==> src/rtl/pos_to_board_if.sv <==
// pos_to_board_if: beat-in / board-out handshake bundle; out_dup exists only with POS_TO_BOARD_DUP_DETECT_EN
interface pos_to_board_if;
  logic        in_valid;
  logic        in_ready;
  logic [5:0]  in_pos;
  logic [1:0]  in_op;
  logic        in_last;
  logic        out_valid;
  logic        out_ready;
  logic [63:0] out_board;
  logic [6:0]  out_count;
`ifdef POS_TO_BOARD_DUP_DETECT_EN
  logic        out_dup;
  modport master (output in_valid, in_pos, in_op, in_last, out_ready,
                  input  in_ready, out_valid, out_board, out_count, out_dup);
  modport slave  (input  in_valid, in_pos, in_op, in_last, out_ready,
                  output in_ready, out_valid, out_board, out_count, out_dup);
`else
  modport master (output in_valid, in_pos, in_op, in_last, out_ready,
                  input  in_ready, out_valid, out_board, out_count);
  modport slave  (input  in_valid, in_pos, in_op, in_last, out_ready,
                  output in_ready, out_valid, out_board, out_count);
`endif
endinterface

==> src/rtl/pos_to_board.sv <==
// pos_to_board: accumulates framed 6-bit square beats into a 64-bit board; optional POS_TO_BOARD_DUP_DETECT_EN adds a sticky duplicate flag
module pos_to_board (
  input logic            i_clk,
  input logic            i_rst,
  pos_to_board_if.slave  bus
);
  typedef enum logic {ACCUM, HOLD} state_t;
  state_t      r_state;
  logic        r_in_ready;
  logic        r_out_valid;
  logic [63:0] r_board;
  logic [6:0]  r_count;
  logic [63:0] w_onehot;
  logic [63:0] w_next;
  logic        w_take;
  logic        w_give;
  assign w_take   = bus.in_valid && r_state == ACCUM;
  assign w_give   = bus.out_ready && r_state == HOLD;
  assign w_onehot = 64'd1 << bus.in_pos;
  // board after applying this beat's op; reserved op leaves it untouched
  always_comb
    w_next = bus.in_op == 2'b00 ? r_board | w_onehot :
             bus.in_op == 2'b01 ? r_board & ~w_onehot :
             bus.in_op == 2'b10 ? r_board ^ w_onehot : r_board;
  // frame FSM: accumulate until the last beat, then hold the result until taken
  always_ff @(posedge i_clk)
    if (i_rst) begin
      r_state     <= ACCUM;
      r_in_ready  <= 1'b1;
      r_out_valid <= 1'b0;
      r_board     <= '0;
      r_count     <= '0;
    end else if (w_take) begin
      r_board <= w_next;
      r_count <= r_count + {6'd0, r_count != 7'd127};
      if (bus.in_last) begin
        r_state     <= HOLD;
        r_in_ready  <= 1'b0;
        r_out_valid <= 1'b1;
      end
    end else if (w_give) begin
      r_state     <= ACCUM;
      r_in_ready  <= 1'b1;
      r_out_valid <= 1'b0;
      r_board     <= '0;
      r_count     <= '0;
    end
  assign bus.in_ready  = r_in_ready;
  assign bus.out_valid = r_out_valid;
  assign bus.out_board = r_board;
  assign bus.out_count = r_count;
`ifdef POS_TO_BOARD_DUP_DETECT_EN
  logic r_dup;
  logic w_hit;
  assign w_hit = bus.in_op == 2'b11 ||
                 (bus.in_op == 2'b00 && r_board[bus.in_pos]) ||
                 (bus.in_op == 2'b01 && !r_board[bus.in_pos]);
  // sticky per-frame flag for redundant set/clear or reserved ops, judged on the pre-beat board
  always_ff @(posedge i_clk)
    if (i_rst || w_give) r_dup <= 1'b0;
    else if (w_take && w_hit) r_dup <= 1'b1;
  assign bus.out_dup = r_dup;
`endif
endmodule

==> src/flat_wrapper.sv <==
// flat-port wrapper written by rule: the top's interface ports become plain ports
module pos_to_board_flat 
  (i_clk, i_rst, bus_in_valid, bus_in_pos, bus_in_op, bus_in_last, bus_out_ready, bus_in_ready, bus_out_valid, bus_out_board, bus_out_count);
  pos_to_board_if bus_i ();
  input logic i_clk;
  input logic i_rst;
  input wire logic [$bits(bus_i.in_valid)-1:0] bus_in_valid;
  input wire logic [$bits(bus_i.in_pos)-1:0] bus_in_pos;
  input wire logic [$bits(bus_i.in_op)-1:0] bus_in_op;
  input wire logic [$bits(bus_i.in_last)-1:0] bus_in_last;
  input wire logic [$bits(bus_i.out_ready)-1:0] bus_out_ready;
  output wire logic [$bits(bus_i.in_ready)-1:0] bus_in_ready;
  output wire logic [$bits(bus_i.out_valid)-1:0] bus_out_valid;
  output wire logic [$bits(bus_i.out_board)-1:0] bus_out_board;
  output wire logic [$bits(bus_i.out_count)-1:0] bus_out_count;
  assign bus_i.in_valid = bus_in_valid;
  assign bus_i.in_pos = bus_in_pos;
  assign bus_i.in_op = bus_in_op;
  assign bus_i.in_last = bus_in_last;
  assign bus_i.out_ready = bus_out_ready;
  assign bus_in_ready = bus_i.in_ready;
  assign bus_out_valid = bus_i.out_valid;
  assign bus_out_board = bus_i.out_board;
  assign bus_out_count = bus_i.out_count;
  pos_to_board u_core (.i_clk(i_clk), .i_rst(i_rst), .bus(bus_i));
endmodule
==> config.mk <==
export PLATFORM = sky130hd
export DESIGN_NAME = pos_to_board_flat
export DESIGN_NICKNAME = d
export VERILOG_FILES = /design/src/rtl/pos_to_board_if.sv /design/src/rtl/pos_to_board.sv /design/src/flat_wrapper.sv
export SDC_FILE = /design/constraint.sdc
export NUM_CORES = 1
export LEC_CHECK = 0
export BUFFER_PORTS_ARGS = -buffer_cell sky130_fd_sc_hd__buf_2
export CORE_ASPECT_RATIO = 1.5
export CORE_UTILIZATION = 41
export CTS_BUF_LIST = sky130_fd_sc_hd__clkbuf_8
export DETAILED_ROUTE_END_ITERATION = 10
export PLACE_DENSITY_LB_ADDON = 0.25
export RECOVER_POWER = 25
export SKIP_LAST_GASP = 1
export SLEW_MARGIN = 20
export SYNTH_ARGS = -nofsm -noshare
export SYNTH_HDL_FRONTEND = slang
export SYNTH_SLANG_ARGS = --single-unit
==> constraint.sdc <==
create_clock -name i_clk -period 2.4 [get_ports i_clk]
set_input_delay 0.24 -clock i_clk [delete_from_list [all_inputs] [get_ports i_clk]]
set_output_delay 0.24 -clock i_clk [all_outputs]
set_load 0.02 [all_outputs]
# --- Word-level counts from Yosys, hierarchy flattened ---
# Cells that the tools add are included.
word_totals:
  ramBits: 0
  mem_count: 0
  ff_bits: 73
  latchBits: 0
  romBits: 0
  word_cells: 35
classes:
  div: 0
  n_bitwise: 5
  n_reduce_logical: 6
  n_shift: 1
  n_mux: 13
  eq_ne: 5
  multipliers: 0
  n_addsub: 1
  magnitude_cmp: 0
op_table:
  columns: ["operator", "count"]
  rows:
  - ["$mux W64", 5]
  - ["$and A64 B64 Y64", 1]
  - ["$not A64 Y64", 1]
  - ["$or A64 B64 Y64", 1]
  - ["$shl A1 B6 Y64 const A", 1]
  - ["$xor A64 B64 Y64", 1]
  - ["$mux W7", 2]
  - ["$add A7 B1 Y7", 1]
  - ["$ne A7 B7 Y1 const B", 1]
  - ["$mux W1", 6]
  - ["$ne A4 B4 Y1 const B", 1]
  - ["$reduce_and A2 Y1", 2]
  - ["$eq A2 B1 Y1 const B", 1]
  - ["$eq A2 B2 Y1 const B", 1]
  - ["$logic_and A1 B1 Y1", 2]
  - ["$logic_not A2 Y1", 1]
  - ["$ne A2 B2 Y1 const B", 1]
  - ["$reduce_bool A2 Y1", 1]
  - ["$not A1 Y1", 1]

# --- Depth between registers and ports, before layout ---
# Gate-level depths: netlist of run 1.
logic_depth:
  word_depth: 6
  mapped_depth: 8
  ltp_nobuf: 7

# --- Worst setup path after synthesis of run 1 ---
# Ideal clock, no wire load.
synth_path:
  path_kind: "input to register"
  startpoint: "input port bus_in_pos[0]"
  endpoint: "register u_core.r_board[33] (netlist: u_core.bus.out_board[33])"
  arrival_ps: 1961
  path_buffers: 1
  cell_stages: 8
  setup_slack_ps: 321
  cell_sequence: "clkbuf_1 -> nor2b_1 -> and2_1 -> nand2_1 -> ha_1 -> nor2b_1 -> a211o_1 -> a32o_1"
synth_between:
  elab_chain_cells: 6
  word_cells_on_any_way: 9
  cone_classes: "1 x shift; 4 x mux; 4 x bitwise"
synth_lines:
  columns: ["element", "line_no", "rtl"]
  rows:
  - ["start: declaration", "flat_wrapper.sv:8", "input wire logic [$bits(bus_i.in_pos)-1:0] bus_in_pos;"]
  - ["$shl A1 B6 Y64 (*)", "pos_to_board.sv:19", "assign w_onehot = 64'd1 << bus.in_pos;"]
  - ["$xor A64 B64 Y64 / $not A64 Y64 (equally long branches)", "pos_to_board.sv:24, pos_to_board.sv:23", null]
  - ["$mux W64 / $and A64 B64 Y64 (equally long branches)", "pos_to_board.sv:24, pos_to_board.sv:23", null]
  - ["$mux W64", "pos_to_board.sv:23", "bus.in_op == 2'b01 ? r_board & ~w_onehot :"]
  - ["$mux W64 (*)", "pos_to_board.sv:22", "w_next = bus.in_op == 2'b00 ? r_board | w_onehot :"]
  - ["$mux W64 (*)", "pos_to_board.sv:33", "end else if (w_take) begin"]
  - ["end signal: assignment", "pos_to_board.sv:34", "r_board <= w_next;"]
  - ["end: declaration", "pos_to_board.sv:11", "logic [63:0] r_board;"]
# Every way passes the cells marked *; elsewhere a longest branch is shown, timed or not. The select of a mux whose other input is x is not followed.
# A chain may end at the register's enable or synchronous reset.

# --- Worst setup path after layout of run 1 ---
layout_path:
  startpoint: "register u_core.r_count[2] (netlist: u_core.bus.out_count[2])"
  endpoint: "register u_core.r_count[6] (netlist: u_core.bus.out_count[6])"
layout_between:
  elab_chain_cells: 3
layout_lines:
  columns: ["element", "line_no", "rtl"]
  rows:
  - ["start: declaration", "pos_to_board.sv:12", "logic [6:0] r_count;"]
  - ["start signal: assignment", "pos_to_board.sv:35", "r_count <= r_count + {6'd0, r_count != 7'd127};"]
  - ["$ne A7 B7 Y1", "pos_to_board.sv:35", null]
  - ["$add A7 B1 Y7 (*)", "pos_to_board.sv:35", null]
  - ["$mux W7 (*)", "pos_to_board.sv:33", null]
# Every way passes the cells marked *; elsewhere a longest branch is shown, timed or not.

==> results of run 1 <==
state kept, by name, summed over array words and instances, names as in the netlist:
signal	cells
u_core.bus.out_board	64
u_core.r_state	1
u_core.bus.in_ready	1
u_core.bus.out_count	7
worst max path at each step:
| stage | from | slack, ns | to | cells past startpoint |
|---|---|---|---|---|
| after floorplan | bus_in_pos[0] | 0.32 | u_core.bus.out_board[33] | 8 |
| after CTS | u_core.bus.out_count[2] | 0.45 | u_core.bus.out_count[6] | 7 |
| final | u_core.bus.out_count[2] | 0.47 | u_core.bus.out_count[6] | 7 |
| after global placement | bus_in_pos[5] | 0.25 | u_core.bus.out_board[32] | 8 |
| after detailed placement | bus_in_pos[5] | 0.21 | u_core.bus.out_board[32] | 8 |
| after global routing | u_core.bus.out_count[2] | 0.29 | u_core.bus.out_count[6] | 7 |
placed cells by master (no fill, tap or decap), types with 2 or more instances in the layout:
cell      instances
inv_1            68
clkbuf_1         34
mux2i_1           2
nand2_1         124
nor2_1           15
buf_12            4
o22a_1            2
ha_1            130
clkbuf_8         11
buf_4            15
buf_2            51
a211o_1          65
and2_1            9
nor3b_1           2
nor2b_1          72
nor3_1            2
dfxtp_1          73
a21oi_1           5
nand3_1          12
a32o_1           64
nand2b_1          5
nand4_1           3
ha_4              2
mux2_2            2
where the power goes:
part / internal [uW] / leakage [uW] / switching (uW)
logic: 279 / 0.00250 / 425
registers: 1260 / 0.000593 / 61.9
clock network: 534 / 0.000107 / 513
total: 2080 / 0.00320 / 999
cells by family after synthesis:
kind of cell	Yosys count	share of synthesized area [%]
adder cells (fa/ha/maj)	132	26.7
AO/OA/AOI/OAI	139	20.7
buffers and inverters	117	8.34
AND/OR/NAND/NOR	252	19.9
flip-flops	73	23.6
multiplexers	4	0.688
layout make-up:
cell class | count | area, um2 | area share (%)
tap | 196 | 245 | 3.52
clock buffer | 11 | 151 | 2.17
timing repair buffer | 104 | 576 | 8.26
clock inverter | 5 | 55.1 | 0.790
inverter | 67 | 251 | 3.61
multi-input combinational | 527 | 4230 | 60.7
sequential | 73 | 1460 | 21.0
layer usage:
layer | GRT usage, % | share of wire, %
met1 | 25.1 | 40
met2 | 39.8 | 52
met3 | 4.40 | 4.9
met4 | 9.46 | 3.1
met5 | 0 | 0
stage by stage:
step | setup WS, ns | power, uW | util (%) | hold slack [ns] | std cells
final | 0.470 | 3080 | 47.5 | 0.118 | 983
after global routing | 0.285 | 3240 | 47.5 | 0.146 | 983
after CTS | 0.455 | 3110 | 47.8 | 0.113 | 983
after detailed placement | 0.205 | 2070 | 46.4 | 0.472 | 967
after global placement | 0.251 | 2020 | 46.4 | 0.451 | 967
after floorplan | 0.321 | 1840 | - | 0.379 | 717
worst max-delay path, delay by kind of cell, from the launching register on:
family,cells,cell delay [ns]
fa+ha+maj,2,0.43
flops,1,0.43
compound gates,2,0.41
simple gates,3,0.58
==> impl_results.md, run 1 <==
- Clk sinks: 73
- CP required: 2.70 ns
- Count of hold-fix buffers inserted at cts: 0
- Crit-path cells: and4_1 -> nand4_1 -> ha_1 -> ha_1 -> and3b_1 -> a211o_1 -> a21oi_1
- Leakage: 0.00320 uW
- Vias: 5440
- Initial Utilization: 42.1%
- CTS tree: yes
- PwrDens: between 400 and 500 nW/um2
- Synth Register Bits: 73
- Layout cell share with drive strength beyond 1: between 10% and 20%
- Crit path DAT: 2.23 ns
- Yosys warns: 0
- Max-cap violation count: 0
- Crit end category: flop
- Area grow syn2layout: 12.8%
- Slew @ Worst Pin: 0.782 ns
- Worst hold path endpoint: u_core.r_state
- Initial antenna violation count: 0
- Final setup vio count: 0
- Hold Crit Class: in -> reg
- Final setup TNS: 0 ns
- Slew Viols, Final: 0
- Most frequent cells after synthesis: 132 x ha_1, 124 x nand2_1, 73 x dfxtp_1, 72 x nor2b_1, 67 x inv_1
- Min Clock Period, post-route: approximately 1.9 ns
- Drt wl/cell: 16.9 um
- Die Wd: about 100 um
- RSZ-0062 raised after global routing: no
- Core Rows: 54
- TritonRoute pass-1 iters: 5
- Hold Path Stages: 3
- Status: finished clean
- Chip height: 152 um
- Most frequent CP cell: ha_1
- Crit-path max FO: 7
- Post-CTS Setup Repair Bufs: 0
- Slew margin rel.: 47.9%
- Syn avg cell area: ~8.6 um2
- Class of the most critical setup path: reg -> reg
- Die area: about 16000 um2
- Area after DPL: between 6000 and 7000 um2
- HP Start: bus_in_last
- Core ar.: 14700 um2
- Ant diodes: 0
- Highest achievable clock rate: 518 MHz
- CTS Buf Count: 9
- Remaining antenna violation count after routing: 0
- Top cells by area, synth: ha_1 27%, dfxtp_1 24%, a32o_1 10%
- CTS Buffer Depth: 2
- Placer Congestion: ~0.79
- Final hold vios: 0
- Design Area, Final: 6970 um2
- Vias in the first global route: between 5000 and 6000
- Crit path launch type: flop
- Primary FF master, synth: dfxtp_1
- # DRC: 0
- Crit share post-route: approximately 80%
- R2r worst-path depth: 7
- R2R setup slack: between 0.4 and 0.5 ns
- Routed WL: 16600 um
- Hpwl dp: about 12000 um
- Synth area leader: ha_1
- Synthesized netlist net count: 862
- Clk root buf: clkbuf_8
- Area share of the largest cell type after synthesis: a little over a quarter
- First-pass GRT wire length: 27600 um
- DRT iter0 DRCs: 385
- Overall Global Routing Usage: 22.3%
- Cells after Synth: 717
- Num ports: 86
- Worst Skew: 0.0107 ns
- Peak VDD IR: approximately 0.26 mV
- Cell Area, Synth: 6180 um2
- H-tree depth: 3
- Worst-Skew Late Latency: 0.36 ns
- Sequential cell area fraction in the yosys report: 23.6%
- Fill count: ~1500
- Nets@finish: between 900 and 1000
- Number of I/O port buffers: 85
- R2R Path Start: u_core.bus.out_count[2]
- Max stage delay on crit path: about 0.43 ns
- Vias per cell: 5.53
- Clock transition at the registers of the reported paths: approximately 0.08 ns
- Fraction of registers with async set/reset: 0%
- Post-synth EDFFs: 0
- Largest net degree at the start of global routing: ~130
- Post-CTS sizing: 0
- Post-synth cell types: 32
- Critical-path top delay cell: dfxtp_1
- Worst R2R End: u_core.bus.out_count[6]
- Count leader, synth: ha_1
- Total grt overflow: 0
Power figures use the tool's default switching activity.
==> inputs of run 2 (changes only) <==
ABC_AREA = 1   (was not set)
clock period = 1.7 ns   (was 2.4 ns; I/O delays follow)
==> run 2 against run 1 <==
  * Non-clock buffer count increased by 41
  * Critical path depth increased by 2
  * Sequential cell count unchanged
  * Hold slack worse by 0.065 ns
  * Synthesized cell count up 50%
  * Worst setup slack worse by 0.30 ns
  * Combinational power rose by 85%
  * Cell area is 17% higher
  * Sequential share of layout area is 3.0 points lower
  * Critical path type unchanged
  * Largest power group unchanged
==> impl_results.md, run 2 <==
- Largest net degree at the start of global routing: 74
- Hold Path Stages: 3
- Vias per cell: 5.28
- Post-synth EDFFs: 0
- Crit-path max FO: 3
- Worst R2R End: u_core.bus.out_count[6]
- Min Clock Period, post-route: approximately 1.5 ns
- Post-CTS Setup Repair Bufs: 0
- WP depth: 9
- Sequential cell area fraction in the yosys report: 20.9%
- Ant diodes: 0
- Placer Congestion: 0.824
- Crit share post-route: 90.1%
- Area share of the largest cell type after synthesis: 23.6%
- Die Wd: 109 um
- Layout cell share with drive strength beyond 1: 12.3%
- Worst-Skew Late Latency: 0.39 ns
- R2r worst-path depth: 9
- Clk sinks: 73
- Number of cells after detailed placement: between 1000 and 1500
- Worst setup margin: 0.169 ns
- CP bufs+invs: 1
- Post-layout util: 48.8%
- Yosys warns: 0
- Slew @ Worst Pin: 0.374 ns
- CTS tree: yes
- R2R setup slack: 0.17 ns
- Worst hold path endpoint: u_core.r_state
- Routed WL: about 21000 um
- Crit path DAT: 1.82 ns
- Number of I/O port buffers: 85
- Final setup TNS: 0 ns
- DRT iter0 DRCs: 518
- CTS Buf Count: 9
- Critical-path top delay cell: dfxtp_1
- Remaining antenna violation count after routing: 0
- Crit path launch type: flop
- Synthesized netlist net count: 1222
- Fill count: 1750
- Vias: slightly above 7000
- Fraction of registers with async set/reset: 0%
- Syn avg cell area: 6.49 um2
- Slew Viols, Final: 0
- CTS Buffer Depth: 2
- Cells after Synth: ~1100
- Final setup vio count: 0
- Total power: 4950 uW
- Slew margin rel.: about three quarters
- TritonRoute pass-1 iters: 5
- Die area: 17600 um2
- Initial Utilization: between 40% and 50%
- Core ar.: roughly 17000 um2
- Clk root buf: clkbuf_8
- PwrDens: about 600 nW/um2
- Total grt overflow: 0
- Crit-path cells: nand2_1 -> nor2_2 -> nand4_1 -> ha_1 -> ha_1 -> inv_1 -> nor2_1 -> a21boi_1 -> nor2_1
- R2R Path Start: u_core.bus.out_count[4]
- Leakage: 0.00382 uW
- Pre-CTS WS: -0.105 ns
- CP delay by family, top: simple AND/OR/NAND/NOR gates
- Chip height: approximately 160 um
- Num ports: 86
- Most frequent cells after synthesis: 227 x nand2_1, 217 x nand3_1, 143 x inv_1, 132 x ha_1, 84 x nor2_1
- Status: finished clean
- Count leader, synth: nand2_1
- Most frequent cells in the layout: 226 x nand2_1, 217 x nand3_1, 144 x inv_1
- Cell Area, Synth: between 6000 and 7000 um2
- CP required: 1.99 ns
- Peak VDD IR: approximately 0.27 mV
- # DRC: 0
- Filler-free cell count of the finished design: 1369
- Area grow syn2layout: 16.5%
- HP Start: bus_in_last
- Most common cell after layout, fill and taps aside: nand2_1
- Post-synth cell types: 21
- Nets@finish: roughly 1300
- Hold Crit Class: in -> reg
- Crit end category: flop
- Synth Register Bits: 73
- Final hold vios: 0
- Synth area leader: ha_1
- Worst Skew: 0.00747 ns
- Largest register FFs: 64
- Max-cap violation count: 0
- Initial antenna violation count: 0
- First-pass GRT wire length: between 30000 and 40000 um
- Overall Global Routing Usage: 24.8%
- RSZ-0062 raised after global routing: no
- Class of the most critical setup path: reg -> reg
- Vias in the first global route: 6608
- Max stage delay on crit path: 0.36 ns
- Hpwl dp: 13600 um
- Top cells by area, synth: ha_1 24%, dfxtp_1 21%, nand3_1 16%
- Highest achievable clock rate: 653 MHz
- Primary FF master, synth: dfxtp_1
- Drt wl/cell: 15.3 um
- Core Rows: 58
- H-tree depth: 3
- Clock transition at the registers of the reported paths: 0.09 ns
## run 2: stage by stage
stage	hold WS, ns	instance area [um2]
6_report	0.0522	8140
5_1_grt	0.0597	8140
4_1_cts	0.0379	8180
3_5_place_dp	0.458	7940
3_3_place_gp	0.438	7940
2_1_floorplan	0.334	6990
## run 2: worst register-to-register path, cell delays in order (launching register included)
cell and delay, ns:
dfxtp_1 0.36, nand2_1 0.10, nor2_2 0.15, nand4_1 0.10, ha_1 0.21, ha_1 0.20, inv_1 0.05, nor2_1 0.06
a21boi_1 0.14, nor2_1 0.06
## run 2: power by group
part           switching (uW)  total (uW)  leakage [uW]  internal [uW]
clock                     772        1780      0.000124           1010
sequential               85.6        1870      0.000593           1780
combinational             848        1300       0.00311            456
total                    1710        4950       0.00382           3250
## run 2: routing by layer
metal	share of wire [%]	wire, um	GRT usage (%)	up-vias
li1	-	-	-	3623
met1	44	9130	31.7	3412
met2	51	10600	42.6	174
met3	4.7	974	3.33	17
met4	1.2	254	7.43	0
met5	0	0	0	-
## run 2: layout make-up
| class | count | area [um2] | area share (%) |
|---|---|---|---|
| clock buffer | 10 | 138 | 1.69 |
| clock inverter | 6 | 106 | 1.31 |
| inverter | 147 | 552 | 6.78 |
| multi-input combinational | 778 | 4610 | 56.6 |
| sequential | 73 | 1460 | 18.0 |
| tap | 210 | 263 | 3.23 |
| timing repair buffer | 145 | 1010 | 12.4 |
## run 2: logic make-up (layout without fill, tap and decap cells)
group	Yosys count	in the layout	share of synthesized area, %
and+or+nand+nor	575	575	37.1
AOI/OAI and AO/OA	71	71	5.12
adders and majority gates	132	132	23.6
DFF	73	73	20.9
buffers and inverters	226	308	13.2
## run 2: repair_timing
action	in CTS	in global routing
gates resized for setup	0	3
hold buffers	0	0
endpoints found under the setup margin	0	3
## run 2: worst max path at each step
stage,start,endpoint
finish,u_core.bus.out_count[4],u_core.bus.out_count[6]
floorplan,u_core.bus.out_count[3],u_core.bus.out_count[6]
CTS,u_core.bus.out_count[4],u_core.bus.out_count[6]
detailed placement,bus_in_pos[0],u_core.bus.out_board[19]
global placement,bus_in_pos[2],u_core.bus.out_board[25]
global route,u_core.bus.out_count[4],u_core.bus.out_count[4]
==> inputs of run 3 (changes only) <==
clock period = 1.8 ns   (was 1.7 ns; I/O delays follow)
==> run 3 against run 2 <==
  * Utilization is 0.74 points lower
  * Clock power is 15% lower
  * Clock-buffer cell count is 1 lower
  * Combinational power is 7% lower
  * Critical path type unchanged
  * Largest cell class unchanged
==> impl_results.md, run 3 (synthesis gave the netlist of run 2 again) <==
- Final hold slack: approximately 0.073 ns
- Remaining antenna violation count after routing: 0
- Status: finished clean
- Vias per cell: 5.24
- Die area: 17600 um2
- Critical-path top delay cell: dfxtp_1
- Initial antenna violation count: 0
- Overall Global Routing Usage: 24.3%
- DRT iter0 DRCs: 445
- Initial Utilization: 41.9%
- Peak VDD IR: 0.342 mV
- Drt wl/cell: around 15 um
- Max stage delay on crit path: roughly 0.4 ns
- PwrDens: 561 nW/um2
- R2r worst-path depth: 9
- Crit path DAT: 1.91 ns
- CP required: 2.07 ns
- Vias: around 7000
- Slew @ Worst Pin: between 0.7 and 0.8 ns
- Crit-path cells: nand2_1 -> nor2_1 -> nand4_1 -> ha_1 -> ha_1 -> inv_1 -> nor2_1 -> a21boi_0 -> nor2_1
- Fill count: 1759
- Leakage: 0.00374 uW
- Most common cell after layout, fill and taps aside: nand2_1
- Vias in the first global route: 6517
- Most frequent CP cell: nor2_1
- Max-cap violation count: 0
- Slew Viols, Final: 0
- Post-layout util: 48.0%
- Clock transition at the registers of the reported paths: approximately 0.09 ns
- CP delay by family, top: simple AND/OR/NAND/NOR gates
- Placer Congestion: 0.832
- Slew margin rel.: between 50% and 60%
- Post-CTS sizing: 0
- First-pass GRT wire length: 33800 um
- Chip height: 162 um
- Crit end category: flop
- CTS tree: yes
- Filler-free cell count of the finished design: 1360
- HP Start: bus_in_last
- Largest register FFs: between 60 and 70
- TritonRoute pass-1 iters: 5
- Post-CTS Setup Repair Bufs: 0
- Clk sinks: 73
- H-tree depth: 3
- Largest net degree at the start of global routing: 68
- Crit path launch type: flop
- CTS Buffer Depth: 2
- Highest achievable clock rate: 610 MHz
- Num ports: 86
- Worst R2R End: u_core.bus.out_count[6]
- Final setup vio count: 0
- Hpwl dp: 13200 um
- CTS Buf Count: 9
- Crit share post-route: between 90 and 100%
- Core Rows: 58
- Final setup TNS: 0 ns
- Core ar.: ~17000 um2
- Number of cells after detailed placement: between 1000 and 1500
- Layout cell share with drive strength beyond 1: approximately 12%
- R2R Path Start: u_core.bus.out_count[3]
- Most frequent cells in the layout: 226 x nand2_1, 217 x nand3_1, 143 x inv_1
- Area grow syn2layout: 14.7%
- Routed WL: approximately 21000 um
- RSZ-0062 raised after global routing: no
- Die Wd: 109 um
- Clk root buf: clkbuf_8
- Crit-path max FO: 5
- Worst Skew: 0.00867 ns
- Class of the most critical setup path: reg -> reg
- Number of I/O port buffers: 85
- Count of hold-fix buffers inserted at cts: 0
- CP bufs+invs: 1
- R2R setup slack: 0.16 ns
- Worst hold path endpoint: u_core.r_state
- Nets@finish: 1290
- Hold Path Stages: 3
- Worst-Skew Late Latency: 0.37 ns
- Ant diodes: 0
- Final hold vios: 0
- Min Clock Period, post-route: 1.64 ns
- # DRC: 0
- Total grt overflow: 0
- Hold Crit Class: in -> reg
-- run 3: worst register-to-register path: stages (launching register included) --
cell and delay [ns]:
dfxtp_1 0.40, nand2_1 0.11, nor2_1 0.18, nand4_1 0.11
ha_1 0.22, ha_1 0.20, inv_1 0.05, nor2_1 0.06
a21boi_0 0.16, nor2_1 0.06
-- run 3: where the power goes --
group | internal, uW | switching [uW] | total [uW]
clock | 778 | 744 | 1520
sequential | 1680 | 81.4 | 1770
combinational | 411 | 795 | 1210
-- run 3: layer usage --
layer,wire length (um),share of wire (%),GRT usage [%]
met1,9110,44,30.6
met2,10200,49,41.6
met4,487,2.3,9.09
met3,933,4.5,2.93
met5,0,0,0
-- run 3: how the worst max path moves through the flow --
stage,start,cells after the start,end
floorplan,u_core.bus.out_count[3],9,u_core.bus.out_count[6]
global placement,bus_in_pos[2],10,u_core.bus.out_board[41]
detailed placement,bus_in_pos[2],10,u_core.bus.out_board[41]
CTS,u_core.bus.out_count[3],9,u_core.bus.out_count[6]
global route,u_core.bus.out_count[3],9,u_core.bus.out_count[6]
finish,u_core.bus.out_count[3],9,u_core.bus.out_count[6]
-- run 3: layout make-up --
cell class | instances | area [um2] | area share (%)
clock inverters | 7 | 95.1 | 1.19
inverters | 147 | 552 | 6.88
clock buffers | 9 | 124 | 1.55
well taps | 210 | 263 | 3.28
repair buffers | 136 | 912 | 11.4
flip-flops and latches | 73 | 1460 | 18.2
multi-input cells | 778 | 4610 | 57.5
-- run 3: stage by stage --
step	instance area [um2]	worst slack [ns]	power (uW)
2_1_floorplan	6990	0.163	2610
5_1_grt	8020	0.00255	4750
3_3_place_gp	7840	0.0293	3000
3_5_place_dp	7840	0.0389	3020
4_1_cts	8060	0.150	4530
6_report	8020	0.161	4490
